<file path="config.mk">
export PLATFORM = sky130hd
export DESIGN_NAME = imem_program_loader_flat
export DESIGN_NICKNAME = d
export VERILOG_FILES = /design/src/rtl/imem_program_loader_if.sv /design/src/rtl/imem_program_loader.sv /design/src/flat_wrapper.sv
export SDC_FILE = /design/constraint.sdc
export NUM_CORES = 1
export LEC_CHECK = 0
export ABC_AREA = 1
export BUFFER_PORTS_ARGS = -buffer_cell sky130_fd_sc_hd__clkbuf_2
export CAP_MARGIN = 25
export CORE_ASPECT_RATIO = 0.8
export CORE_MARGIN = 2
export CORE_UTILIZATION = 50
export DETAILED_ROUTE_END_ITERATION = 12
export GPL_TIMING_DRIVEN = 0
export PLACE_DENSITY_LB_ADDON = 0.12
export SLEW_MARGIN = 40
export SYNTH_ARGS = -nofsm -noshare
export SYNTH_HDL_FRONTEND = slang
export SYNTH_SLANG_ARGS = --single-unit
</file>
<file path="constraint.sdc">
create_clock -name clock -period 2 [get_ports clock]
set_clock_uncertainty 0.05 [all_clocks]
set_input_delay 0.4 -clock clock [delete_from_list [all_inputs] [get_ports clock]]
set_output_delay 0.4 -clock clock [all_outputs]
set_load 0.05 [all_outputs]
</file>
<file path="src/rtl/imem_program_loader_if.sv">
// Byte-stream and instruction-memory write bus of the program loader.
//   in_valid / in_data / in_ready : valid/ready byte stream into the loader
//   imem_we / imem_addr / imem_wdata : one-word-per-cycle write port to imem
// slave = loader side, master = stream source / memory side.
interface imem_program_loader_if #(
    parameter int unsigned AW = 6
);
    logic          in_valid;
    logic [7:0]    in_data;
    logic          in_ready;
    logic          imem_we;
    logic [AW-1:0] imem_addr;
    logic [31:0]   imem_wdata;

    modport master (
        output in_valid, in_data,
        input  in_ready, imem_we, imem_addr, imem_wdata
    );

    modport slave (
        input  in_valid, in_data,
        output in_ready, imem_we, imem_addr, imem_wdata
    );
endinterface

</file>
<file path="src/rtl/imem_program_loader.sv">
// Boot loader: receives a program as a byte stream (16-bit big-endian word
// count N, then N big-endian 32-bit words), writes it into instruction memory,
// zero-fills the remaining words, then releases the CPU from reset.
//   clock     : system clock, rising edge
//   reset     : asynchronous active-low reset
//   bus       : stream in + imem write port (slave modport)
//   cpu_reset : active-low CPU reset, high only once the load is complete
//   done      : load completed successfully
//   error     : word count exceeded the memory depth
module imem_program_loader #(
    parameter int unsigned INSTR_MEM_SIZE = 64,
    parameter int unsigned AW             = $clog2(INSTR_MEM_SIZE)
) (
    input  logic                  clock,
    input  logic                  reset,
    imem_program_loader_if.slave  bus,
    output logic                  cpu_reset,
    output logic                  done,
    output logic                  error
);

    localparam int unsigned IW        = AW + 1;
    localparam logic [15:0] MEM_WORDS = 16'(INSTR_MEM_SIZE);
    localparam logic [IW-1:0] IDX_END = IW'(INSTR_MEM_SIZE);

    typedef enum logic [2:0] {
        S_COUNT_HI,
        S_COUNT_LO,
        S_LOAD,
        S_FILL,
        S_RELEASE,
        S_DONE,
        S_ERROR
    } state_t;

    state_t          state;
    logic [7:0]      count_hi;
    logic [15:0]     word_cnt;
    logic [IW-1:0]   idx;
    logic [1:0]      byte_cnt;
    logic [23:0]     asm_q;

    logic            ready;
    logic            accept;
    logic [15:0]     n_full;
    logic [IW-1:0]   idx_inc;

    // Ready is a pure decode of the registered state.
    assign ready        = (state == S_COUNT_HI) || (state == S_COUNT_LO) || (state == S_LOAD);
    assign bus.in_ready = ready;
    assign accept       = bus.in_valid && ready;
    assign n_full       = {count_hi, bus.in_data};
    // Index is one bit wider than the address so it can reach the memory depth.
    assign idx_inc      = idx + IW'(1);

    // Loader state machine with registered memory-port and status outputs.
    always_ff @(posedge clock or negedge reset) begin
        if (!reset) begin
            state          <= S_COUNT_HI;
            count_hi       <= '0;
            word_cnt       <= '0;
            idx            <= '0;
            byte_cnt       <= '0;
            asm_q          <= '0;
            bus.imem_we    <= 1'b0;
            bus.imem_addr  <= '0;
            bus.imem_wdata <= '0;
            cpu_reset      <= 1'b0;
            done           <= 1'b0;
            error          <= 1'b0;
        end else begin
            bus.imem_we <= 1'b0;
            case (state)
                S_COUNT_HI: begin
                    if (accept) begin
                        count_hi <= bus.in_data;
                        state    <= S_COUNT_LO;
                    end
                end
                S_COUNT_LO: begin
                    if (accept) begin
                        word_cnt <= n_full;
                        idx      <= '0;
                        byte_cnt <= '0;
                        if (n_full == 16'd0) begin
                            state <= S_FILL;
                        end else if (n_full <= MEM_WORDS) begin
                            state <= S_LOAD;
                        end else begin
                            state <= S_ERROR;
                            error <= 1'b1;
                        end
                    end
                end
                S_LOAD: begin
                    if (accept) begin
                        if (byte_cnt == 2'd3) begin
                            bus.imem_we    <= 1'b1;
                            bus.imem_addr  <= idx[AW-1:0];
                            bus.imem_wdata <= {asm_q, bus.in_data};
                            idx            <= idx_inc;
                            byte_cnt       <= '0;
                            if (16'(idx_inc) == word_cnt) begin
                                state <= (word_cnt < MEM_WORDS) ? S_FILL : S_RELEASE;
                            end
                        end else begin
                            asm_q    <= {asm_q[15:0], bus.in_data};
                            byte_cnt <= byte_cnt + 2'd1;
                        end
                    end
                end
                S_FILL: begin
                    bus.imem_we    <= 1'b1;
                    bus.imem_addr  <= idx[AW-1:0];
                    bus.imem_wdata <= '0;
                    idx            <= idx_inc;
                    if (idx_inc == IDX_END) begin
                        state <= S_RELEASE;
                    end
                end
                // Gap cycle so the last write commits before the CPU runs.
                S_RELEASE: begin
                    state <= S_DONE;
                end
                S_DONE: begin
                    done      <= 1'b1;
                    cpu_reset <= 1'b1;
                end
                S_ERROR: begin
                    error     <= 1'b1;
                    cpu_reset <= 1'b0;
                end
                default: begin
                    state <= S_COUNT_HI;
                end
            endcase
        end
    end

endmodule

</file>
<file path="src/flat_wrapper.sv">
// flat-port wrapper written by rule: the top's interface ports become plain ports
module imem_program_loader_flat 
#(
    parameter int unsigned INSTR_MEM_SIZE = 64,
    parameter int unsigned AW             = $clog2(INSTR_MEM_SIZE)
)
  (clock, reset, cpu_reset, done, error, bus_in_valid, bus_in_data, bus_in_ready, bus_imem_we, bus_imem_addr, bus_imem_wdata);
  imem_program_loader_if #(.AW(AW)) bus_i ();
  input  logic clock;
  input  logic reset;
  output logic cpu_reset;
  output logic done;
  output logic error;
  input wire logic [$bits(bus_i.in_valid)-1:0] bus_in_valid;
  input wire logic [$bits(bus_i.in_data)-1:0] bus_in_data;
  output wire logic [$bits(bus_i.in_ready)-1:0] bus_in_ready;
  output wire logic [$bits(bus_i.imem_we)-1:0] bus_imem_we;
  output wire logic [$bits(bus_i.imem_addr)-1:0] bus_imem_addr;
  output wire logic [$bits(bus_i.imem_wdata)-1:0] bus_imem_wdata;
  assign bus_i.in_valid = bus_in_valid;
  assign bus_i.in_data = bus_in_data;
  assign bus_in_ready = bus_i.in_ready;
  assign bus_imem_we = bus_i.imem_we;
  assign bus_imem_addr = bus_i.imem_addr;
  assign bus_imem_wdata = bus_i.imem_wdata;
  imem_program_loader #(.INSTR_MEM_SIZE(INSTR_MEM_SIZE), .AW(AW)) u_core (.clock(clock), .reset(reset), .bus(bus_i), .cpu_reset(cpu_reset), .done(done), .error(error));
endmodule
</file>
==> out/metrics.yaml, run 1 <==
root_buffer: "clkbuf_16"
syn_inst: 507
clock.fmax_ghz: 0.5272
clock_sinks: 102
ys_seq_elements: 102
diodes: 0
grt_pass1_vias: 3283
crit_chain: "buf_2, inv_1, nand2_2, inv_1, clkbuf_2"
portBuffers: 53
syn-num-nets: 520
initial_utilization_pct: 50.91
insertion_delay_ns: 0.34
nNetsFinal: 586
ys_seq_area_share_pct: 55.95
grt_start_max_net_pins: 61
multi_input_area_um2: 1694
syn_area_per_cell_um2: 8.998
place_congestion: 0.8328
grt_use_total_pct: 21.66
seq_area_um2: 2554
drc: 0
design.portCount: 54
die_area_um2: 9909
synth.cell_area_um2: 4562
via_count: 3470
yosys.area.top_type: "dfrtp_1"
internal_power_mw: 3.205
crit_type: "flop to output port"
tns_ns: 0
utilization_pct: 59.71
ys_warn_count: 0
rrSetupSlack_ns: 0.12
ant_nets: 0
core-area_um2: 8960
clock_path_buffers: 2
relSlewSlack_pct: 68.65
antenna_found_initial: 0
status: "finished clean"
power.leakage_nw: 2.771
tightest_slew_ns: 0.4702
drtPass1Iterations: 5
synth.area.top_cells: "dfrtp_1 (56%), nand2_1 (13%), o21ai_2 (7.1%)"
setup_viol: 0
rsz0062_at_grt: "false"
irDropWorstVdd_uv: 555.6
wl_per_cell_um: 14.30
fin_ws_ns: 0.1034
clkPwrFrac_pct: 43.7
sequentialPowerShare_pct: 52.0
drv_slew: 0
path_clk_slew_ns: 0.06
start_kind: "flop"
finalHoldViolCount: 0
fp-row-count: 31
path_max_fanout: 7
hold_path.class: "primary input to flop"
grt_pass1_wl_mm: 16.63
switching_share_pct: 21.07
htreeDepth: 3
area_delta_synth_final_pct: 17.28
critical_path_required_ns: 1.55
routed_wl_mm: 9.893
worstPathArrival_ns: 1.45
dr.first_iter.drc_count: 177
post-route-period-util_pct: 94.83
die_x_um: 110.8
period_needed_ns: 1.897
path_delay_family: "buffers and inverters"
drive_gt1_share_pct: 23.40
fillers: 806
p_switching_mw: 0.8557
tritoncts: "done"
viasPerCell: 5.014
cp_slowest_cell: "dfrtp_1"
cap_viol_max_count: 0
endpoint_kind: "output port"
synth_top_area_share_pct: 55.95
die_y_um: 89.44
grt_overflow: 0
cts_buffers: 9
p_comb_share_pct: 4.3
timing.critical_path.buf_inv: 4
power_density_nw_per_um2: 758.9
synth_cell_types: 27
slowest_delay_ns: 0.36
pre_cts_ws_ns: -0.2098
dp_hpwl_mm: 7.356
crit_top_cell: "inv_1"
synthesized netlist by cell type, drive strengths merged:
library cell  instances
inv                  53
o21a                  1
a21oi                 9
o21ai                79
mux2                  4
dfrtp               102
ha                    2
nor4                  1
nand4                 7
o21bai                1
nand2               164
clkbuf               10
nor2                 32
xor2                  2
buf                   9
nand3                20
o22ai                 6
nor3                  4
nand3b                1
final cells by class:
cell class | count | area share [%]
Sequential cell | 102 | 47.73
Multi-Input combinational cell | 333 | 31.67
Timing Repair Buffer | 56 | 5.964
Clock buffer | 12 | 4.981
Inverter | 53 | 3.718
Tap cell | 115 | 2.689
Buffer | 18 | 2.456
Clock inverter | 3 | 0.7951
layer usage:
layer | vias up | part of all wire (%) | global-route usage [%]
li1 | 1754 | - | -
met1 | 1629 | 50 | 31.12
met2 | 78 | 45 | 33.69
met3 | 9 | 4.4 | 5.898
met4 | 0 | 0.77 | 4.318
met5 | - | 0 | 0
tightest hold or removal path: cells and delay by family:
family          cells  cell delay [ns]
compound gates      1             0.06
buf+inv             1             0.12
simple gates        1             0.06
per-stage QoR:
stage / hold slack [ns] / cells / instance area, um2 / power [mW]
after floorplan: 0.05441 / 507 / 4562 / 2.229
after global placement: 0.3961 / 675 / 4971 / 2.311
after detailed placement: 0.3130 / 676 / 5007 / 2.323
after CTS: 0.2748 / 693 / 5340 / 4.102
after global routing: 0.2786 / 692 / 5350 / 4.219
final: 0.2882 / 692 / 5350 / 4.060
power by group through the flow:
stage | clock (mW) | combinational (mW) | sequential [mW]
2_1_floorplan | 0 | 0.0807 | 2.15
3_3_place_gp | 0 | 0.163 | 2.15
3_5_place_dp | 0 | 0.175 | 2.15
4_1_cts | 1.81 | 0.178 | 2.11
5_1_grt | 1.90 | 0.202 | 2.11
6_report | 1.78 | 0.175 | 2.11
registers in the layout (all words and copies together) (netlist names):
register	cells
u_core.bus.imem_wdata	32
u_core.asm_q	24
u_core.word_cnt	16
u_core.count_hi	8
u_core.idx	7
u_core.bus.imem_addr	6
u_core.state	3
u_core.byte_cnt	2
u_core.bus.imem_we	1
u_core.cpu_reset	1
u_core.done	1
u_core.error	1
cell usage in the layout (no fill, tap or decap), types with 2 or more instances in the layout:
cell	synthesis	layout
nand2_2	2	2
nor2_1	29	29
inv_2	2	2
nor3_1	3	3
xor2_1	2	2
nor2_4	1	3
clkbuf_16	0	9
clkbuf_1	10	7
clkbuf_2	0	54
o21ai_2	37	37
nand2_1	161	161
mux2_2	4	4
buf_6	8	8
a21oi_1	9	8
inv_1	51	51
o22ai_1	6	6
o21ai_0	42	41
clkbuf_8	0	4
nand4_1	7	7
dfrtp_1	102	101
nand3_1	20	20
path summary, 6_finish.rpt:
kind                                        startpoint                              endpoint  cells after the start
setup / recovery           u_core.state[2]$_DFFE_PN0P_                          bus_in_ready                      5
hold / removal                          bus_in_data[4]        u_core.word_cnt[4]$_DFFE_PN0P_                      3
setup reg to reg           u_core.state[2]$_DFFE_PN0P_   u_core.bus.imem_addr[2]$_DFFE_PN0P_                      9
hold reg to reg                u_core.done$_DFFE_PN0N_               u_core.done$_DFFE_PN0N_                      2
max in group asynchronous                        reset  u_core.bus.imem_wdata[9]$_DFFE_PN0P_                      3
min in group asynchronous                        reset             u_core.idx[5]$_DFFE_PN0P_                      2
repair_timing:
action | in CTS | in global routing
cloned | 0 | 0
setup buffers | 1 | 0
gates resized for setup | 2 | 8
hold buffers | 1 | 0
setup endpoints to repair | 53 | 56
pin swaps | 1 | 2
hold endpoints to repair | 42 | 0
cell families (layout without fill, tap and decap cells):
group | Yosys count | after routing | synth area share (%)
buffers and inverters | 72 | 142 | 7.268
muxes | 4 | 4 | 0.9873
adders and majority gates | 2 | 2 | 0.5485
AOI/OAI and AO/OA | 96 | 96 | 13.85
xor gates and xnor gates | 2 | 2 | 0.3841
DFF | 102 | 102 | 55.95
and+or+nand+nor | 229 | 229 | 21.01
(Power assumes the default switching activity.)
==> run 2: changes to the inputs <==
--- a/config.mk
+++ b/config.mk
@@ -12,8 +12,8 @@
 export CORE_MARGIN = 2
 export CORE_UTILIZATION = 50
 export DETAILED_ROUTE_END_ITERATION = 12
-export GPL_TIMING_DRIVEN = 0
 export PLACE_DENSITY_LB_ADDON = 0.12
+export REMOVE_ABC_BUFFERS = 1
 export SLEW_MARGIN = 40
 export SYNTH_ARGS = -nofsm -noshare
 export SYNTH_HDL_FRONTEND = slang
==> run 2 against run 1 <==
  * Die area unchanged
  * Routed wire length is 9.3% lower
  * Critical endpoint is now u_core.state[0]$_DFFE_PN0P_
  * Hold slack worse by 0.026 ns
  * Fmax grew 2.1%
  * Largest cell class unchanged
  * Sequential power about the same
  * Non-clock buffer count shrank 7
  * Clock-buffer cell count fell by 1
  * Flip-flop and latch count unchanged
  * Global-route usage down 2.2 points
==> out/metrics.yaml, run 2 (same netlist as run 1, synthesis figures left out) <==
dp_hpwl_mm: 6.077  # -17%
ant_nets: 0  # unchanged
htreeDepth: 3  # unchanged
cap_viol_max_count: 0  # unchanged
cts_buffers: 9  # unchanged
die_area_um2: 9909  # unchanged
drtPass1Iterations: 5  # unchanged
rrSetupSlack_ns: 0.14  # +0.02 ns
path_clk_slew_ns: 0.06  # about the same
antenna_found_initial: 0  # unchanged
diodes: 0  # unchanged
path_delay_family: "simple AND/OR/NAND/NOR gates"
p_comb_share_pct: 4.3  # about the same
reg_top3: "u_core.bus.imem_wdata: 32 flops, u_core.asm_q: 24 flops, u_core.word_cnt: 16 flops"
hold_path.class: "primary input to flop"
grt_use_met1_pct: 25.78  # -5.3 points
crit_top_cell: "nand2_1"
insertion_delay_ns: 0.34  # about the same
rsz0062_at_grt: "true"
largest_reg_flops: 32  # unchanged
core-area_um2: 8960  # unchanged
drc: 0  # unchanged
power.leakage_nw: 2.782  # +0.40%
drive_gt1_share_pct: 23.16  # -0.24 points
clkPwrFrac_pct: 43.7  # about the same
design.portCount: 54  # unchanged
top_usage_layer: "met2"
dr.first_iter.drc_count: 199  # +12%
grt_start_max_net_pins: 48  # -21%
cp_slowest_cell: "dfrtp_1"
clock_path_buffers: 2  # unchanged
tns_ns: 0  # unchanged
post-route-period-util_pct: 92.91  # -1.9 points
setup_viol: 0  # unchanged
power_density_nw_per_um2: 764.4  # +0.72%
viasPerCell: 4.999  # -0.32%
slowest_delay_ns: 0.39  # +0.03 ns
use_met2_pct: 31.96  # -1.7 points
portBuffers: 53  # unchanged
regMostFlops: "u_core.bus.imem_wdata"
irDropWorstVdd_uv: 615.5  # +11%
die_x_um: 110.8  # unchanged
internal_power_mw: 3.152  # -1.7%
clock.fmax_ghz: 0.5381  # +2.1%
nNetsFinal: 579  # -1.2%
grt_pass1_vias: 3223  # -1.8%
grt_overflow: 0  # unchanged
pre_cts_ws_ns: 0.03915  # +0.2489 ns
critical_path_required_ns: 2.18  # +0.63 ns
finalHoldViolCount: 0  # unchanged
final_common_cell: "nand2_1"
routed_wl_mm: 8.975  # -9.3%
fin_worst_hold_slack_ns: 0.2618  # -0.02636 ns
path_max_fanout: 5  # -2
clock_sinks: 102  # unchanged
period_needed_ns: 1.858  # -0.03836 ns
endpoint_kind: "flop"
place_area_um2: 4989  # -0.37%
p_switching_mw: 0.9034  # +5.6%
area_delta_synth_final_pct: 16.29
stdcell_count: 685  # -1.0%
place_congestion: 0.9108  # +9.4%
via_count: 3424  # -1.3%
switching_share_pct: 22.28  # +1.2 points
relSlewSlack_pct: 70.48  # +1.8 points
grt_use_total_pct: 19.48  # -2.2 points
start_kind: "flop"
status: "finished clean"
fin_ws_ns: 0.1417  # +0.03836 ns
root_buffer: "clkbuf_16"
dp_cells: 669  # -1.0%
wl_per_cell_um: 13.10  # -8.4%
worstPathArrival_ns: 2.04  # +0.59 ns
stdcell_area_um2: 5305  # -0.84%
tightest_slew_ns: 0.4417  # -0.02856 ns
drv_slew: 0  # unchanged
sequentialPowerShare_pct: 52.0  # about the same
tritoncts: "done"
crit_chain: "ha_1, nand3_1, o21ai_1, nand2_1, nand3b_1, a21oi_2, nand2_1, nand2_1, nand2_1"
grt_pass1_wl_mm: 15.32  # -7.9%
crit_type: "flop to flop"
globalRouteMet3Util_pct: 4.949  # -0.95 points
die_y_um: 89.44  # unchanged
fp-row-count: 31  # unchanged
timing.critical_path.buf_inv: 0  # -4
initial_utilization_pct: 50.91  # unchanged
final_cell_mix: "nand2_1 (161), dfrtp_1 (102), clkbuf_2 (52)"
[run 2: changes by cell type in the layout (fill, tap and decap cells not counted), moves of 2 or more]
cell,previous run,this run
buf_12,0,4
buf_4,1,10
buf_6,8,0
clkbuf_1,7,1
clkbuf_2,54,52
clkbuf_8,4,1
nor2_2,0,2
nor2_4,3,1
[run 2: timing repair]
| item | CTS | global route |
|---|---|---|
| buffers inserted | 0 | 0 |
| gates resized for setup | 0 | 3 |
| setup endpoints to repair | 0 | 11 |
| hold buffers | 1 | 0 |
| endpoints found under the hold margin | 25 | 0 |
[run 2: path summary, 6_finish.rpt]
check,from,end,depth (start not counted)
worst max-delay path,u_core.idx[0]$_DFFE_PN0P_,u_core.state[0]$_DFFE_PN0P_,9
worst min-delay path,bus_in_data[2],u_core.word_cnt[2]$_DFFE_PN0P_,3
worst max register to register,u_core.idx[0]$_DFFE_PN0P_,u_core.state[0]$_DFFE_PN0P_,9
worst min register to register,u_core.done$_DFFE_PN0N_,u_core.done$_DFFE_PN0N_,2
max in group asynchronous,reset,u_core.word_cnt[14]$_DFFE_PN0P_,3
min in group asynchronous,reset,u_core.bus.imem_wdata[8]$_DFFE_PN0P_,2
[run 2: area by class of cell]
type                    instances  area [um2]
clock buffers                  11       242.7
clock inverters                 4       55.05
fillers                       789        3655
inverters                      53       198.9
multi-input cells             333        1687
flip-flops and latches        102        2552
well taps                     115       143.9
repair buffers                 67       425.4
[run 2: layer usage]
layer / part of all wire (%) / wire [um]
met1: 49 / 4414
met2: 46 / 4109
met3: 3.9 / 349
met4: 1.1 / 102
met5: 0 / 0
[run 2: power groups by stage]
stage               Sequential [mW]  Clock [mW]  Combinational (mW)
floorplan                      2.15           0              0.0807
global placement               2.15           0               0.170
detailed placement             2.15           0               0.175
CTS                            2.11        1.82               0.178
global route                   2.11        1.91               0.204
finish                         2.11        1.77               0.173
[run 2: stage by stage]
step / utilization [%] / power [mW]
floorplan: - / 2.229
global placement: 55.68 / 2.318
detailed placement: 55.68 / 2.323
CTS: 59.11 / 4.111
global route: 59.21 / 4.222
finish: 59.21 / 4.055
[run 2: worst min-delay path, cell delays in order]
cell and delay [ns]:
clkbuf_2 0.11, nand2_1 0.05, o21ai_0 0.06
==> run 3: changes to the inputs <==
--- a/config.mk
+++ b/config.mk
@@ -6,13 +6,13 @@
 export NUM_CORES = 1
 export LEC_CHECK = 0
 export ABC_AREA = 1
-export BUFFER_PORTS_ARGS = -buffer_cell sky130_fd_sc_hd__clkbuf_2
 export CAP_MARGIN = 25
 export CORE_ASPECT_RATIO = 0.8
 export CORE_MARGIN = 2
-export CORE_UTILIZATION = 50
+export CORE_UTILIZATION = 40
 export DETAILED_ROUTE_END_ITERATION = 12
-export PLACE_DENSITY_LB_ADDON = 0.12
+export DONT_BUFFER_PORTS = 1
+export PLACE_DENSITY_LB_ADDON = 0.1
 export REMOVE_ABC_BUFFERS = 1
 export SLEW_MARGIN = 40
 export SYNTH_ARGS = -nofsm -noshare
==> run 3 against run 2 <==
  * The flow now finishes with violations (negative hold slack)
  * Cell count shrank 4.1%
  * Hold slack worse by 0.57 ns
  * Final area down 4.5%
  * Setup slack improved by 0.038 ns
  * Critical path type unchanged
  * Critical endpoint is now u_core.state[1]$_DFFE_PN0P_
==> out/metrics.yaml, run 3 (same netlist as run 1, synthesis figures left out) <==
status: "finished with violations"
violations: "negative hold slack"
start_kind: "flop"
grt_pass1_wl_mm: 15.06  # -1.7%
design.portCount: 54  # unchanged
routed_wl_mm: 8.856  # -1.3%
area_delta_synth_final_pct: 11.11
crit_type: "flop to flop"
grt_start_max_net_pins: 103  # +110%
nNetsFinal: 521  # -10%
path_max_fanout: 5  # unchanged
critical_path.startpoint: "u_core.idx[0]$_DFFE_PN0P_"
largest_reg_flops: 32  # unchanged
slowest_delay_ns: 0.39  # about the same
clock.fmax_ghz: 0.5492  # +2.1%
clock_path_buffers: 2  # unchanged
grt_overflow: 0  # unchanged
ant_nets: 0  # unchanged
dr.first_iter.drc_count: 223  # +12%
root_buffer: "clkbuf_16"
cp_slowest_cell: "dfrtp_1"
final_common_cell: "nand2_1"
cap_viol_max_count: 0  # unchanged
power.leakage_nw: 2.513  # -9.7%
core-area_um2: 10980  # +22%
r2r_end: "u_core.state[1]$_DFFE_PN0P_"
fillers: 1087  # +38%
dp_hpwl_mm: 5.846  # -3.8%
diodes: 0  # unchanged
antenna_found_initial: 0  # unchanged
wl_per_cell_um: 13.48  # +2.9%
timing.critical_path.buf_inv: 0  # unchanged
power_density_nw_per_um2: 811.9  # +6.2%
initial_utilization_pct: 41.56  # -9.4 points
stdcell_count: 657  # -4.1%
final_cell_mix: "nand2_1 (161), dfrtp_1 (101), inv_1 (51)"
htreeDepth: 3  # unchanged
crit_chain: "ha_2, nand3_2, o21ai_1, nand2_1, nand3b_1, a21oi_2, nand2_1, nand2_1, nand2_1"
worstPathArrival_ns: 2.01  # -0.03 ns
post-route-period-util_pct: 91.03  # -1.9 points
rr_worst_depth: 9  # unchanged
drv_slew: 0  # unchanged
grt_use_total_pct: 15.65  # -3.8 points
drive_gt1_share_pct: 15.40  # -7.8 points
dp_cells: 639  # -4.5%
r2r-start: "u_core.idx[0]$_DFFE_PN0P_"
via_count: 3134  # -8.5%
cts_buffers: 9  # unchanged
path_delay_family: "simple AND/OR/NAND/NOR gates"
irDropWorstVdd_uv: 469.9  # -24%
relSlewSlack_pct: 66.88  # -3.6 points
die_x_um: 123.4  # +11%
power_mw: 4.115  # +1.5%
hold_path.class: "primary input to asynchronous set/reset pin"
rrSetupSlack_ns: 0.18  # +0.04 ns
fp-row-count: 34  # +9.7%
drc: 0  # unchanged
reg_top3: "u_core.bus.imem_wdata: 32 flops, u_core.asm_q: 24 flops, u_core.word_cnt: 16 flops"
portBuffers: 0  # -100%
tightest_slew_ns: 0.4968  # +0.05510 ns
multi_input_area_um2: 1694  # +0.44%
finalHoldViolCount: 102  # +102
setup_viol: 0  # unchanged
endpoint_kind: "flop"
crit_top_cell: "nand2_1"
grt_pass1_vias: 3102  # -3.8%
rsz0062_at_grt: "false"
seq_area_um2: 2554  # about the same
critical_path_required_ns: 2.19  # about the same
clock_sinks: 102  # unchanged
period_needed_ns: 1.821  # -0.03760 ns
viasPerCell: 4.770  # -4.6%
place_congestion: 0.8546  # -6.2%
fin_worst_hold_slack_ns: -0.3035  # -0.5653 ns
insertion_delay_ns: 0.34  # about the same
tritoncts: "done"
path_clk_slew_ns: 0.07  # about the same
regMostFlops: "u_core.bus.imem_wdata"
die_y_um: 99.52  # +11%
drtPass1Iterations: 4  # -1
die_area_um2: 12280  # +24%
## run 3: metrics by stage
stage               utilization (%)  area, um2  setup TNS, ns  setup slack (ns)
global route                  46.18       5069              0           0.04533
finish                        46.18       5069              0            0.1793
detailed placement            42.82       4700              0           0.03499
floorplan                         -       4429         -5.967           -0.1905
CTS                           45.77       5024              0           0.02109
global placement              42.82       4700              0            0.1412
## run 3: where the power goes
part / leakage [nW] / internal [mW] / switching (mW)
registers: 1.31 / 2.09 / 0.0263
clock network: 0.156 / 1.13 / 0.766
logic: 1.04 / 0.0369 / 0.0637
## run 3: final cells by class
class	instances	share of cell area, %
clock buffers	11	4.789
clock inverters	5	1.605
inverters	53	3.925
multi-input cells	333	33.42
flip-flops and latches	102	50.38
well taps	144	3.555
repair buffers	9	2.320
## run 3: what timing repair did
action	4_1_cts	5_1_grt
buffers inserted	0	2
hold endpoints to repair	102	102
gates resized for setup	0	6
endpoints found under the setup margin	0	41
## run 3: how the worst max path moves through the flow
| stage | to | slack (ns) | depth (start not counted) |
|---|---|---|---|
| 2_1_floorplan | u_core.bus.imem_addr[0]$_DFFE_PN0P_ | -0.19 | 9 |
| 3_3_place_gp | u_core.state[1]$_DFFE_PN0P_ | 0.14 | 9 |
| 3_5_place_dp | u_core.state[1]$_DFFE_PN0P_ | 0.03 | 9 |
| 4_1_cts | u_core.state[1]$_DFFE_PN0P_ | 0.02 | 9 |
| 5_1_grt | u_core.state[0]$_DFFE_PN0P_ | 0.05 | 11 |
| 6_report | u_core.state[1]$_DFFE_PN0P_ | 0.18 | 9 |
## run 3: routing by layer
metal | track usage, % | vias to the layer above | share of wire [%]
met1 | 20.44 | 1449 | 49
met5 | 0 | - | 0
met3 | 4.243 | 6 | 4.7
met2 | 25.06 | 55 | 45
met4 | 5.420 | 0 | 0.95
li1 | - | 1624 | -
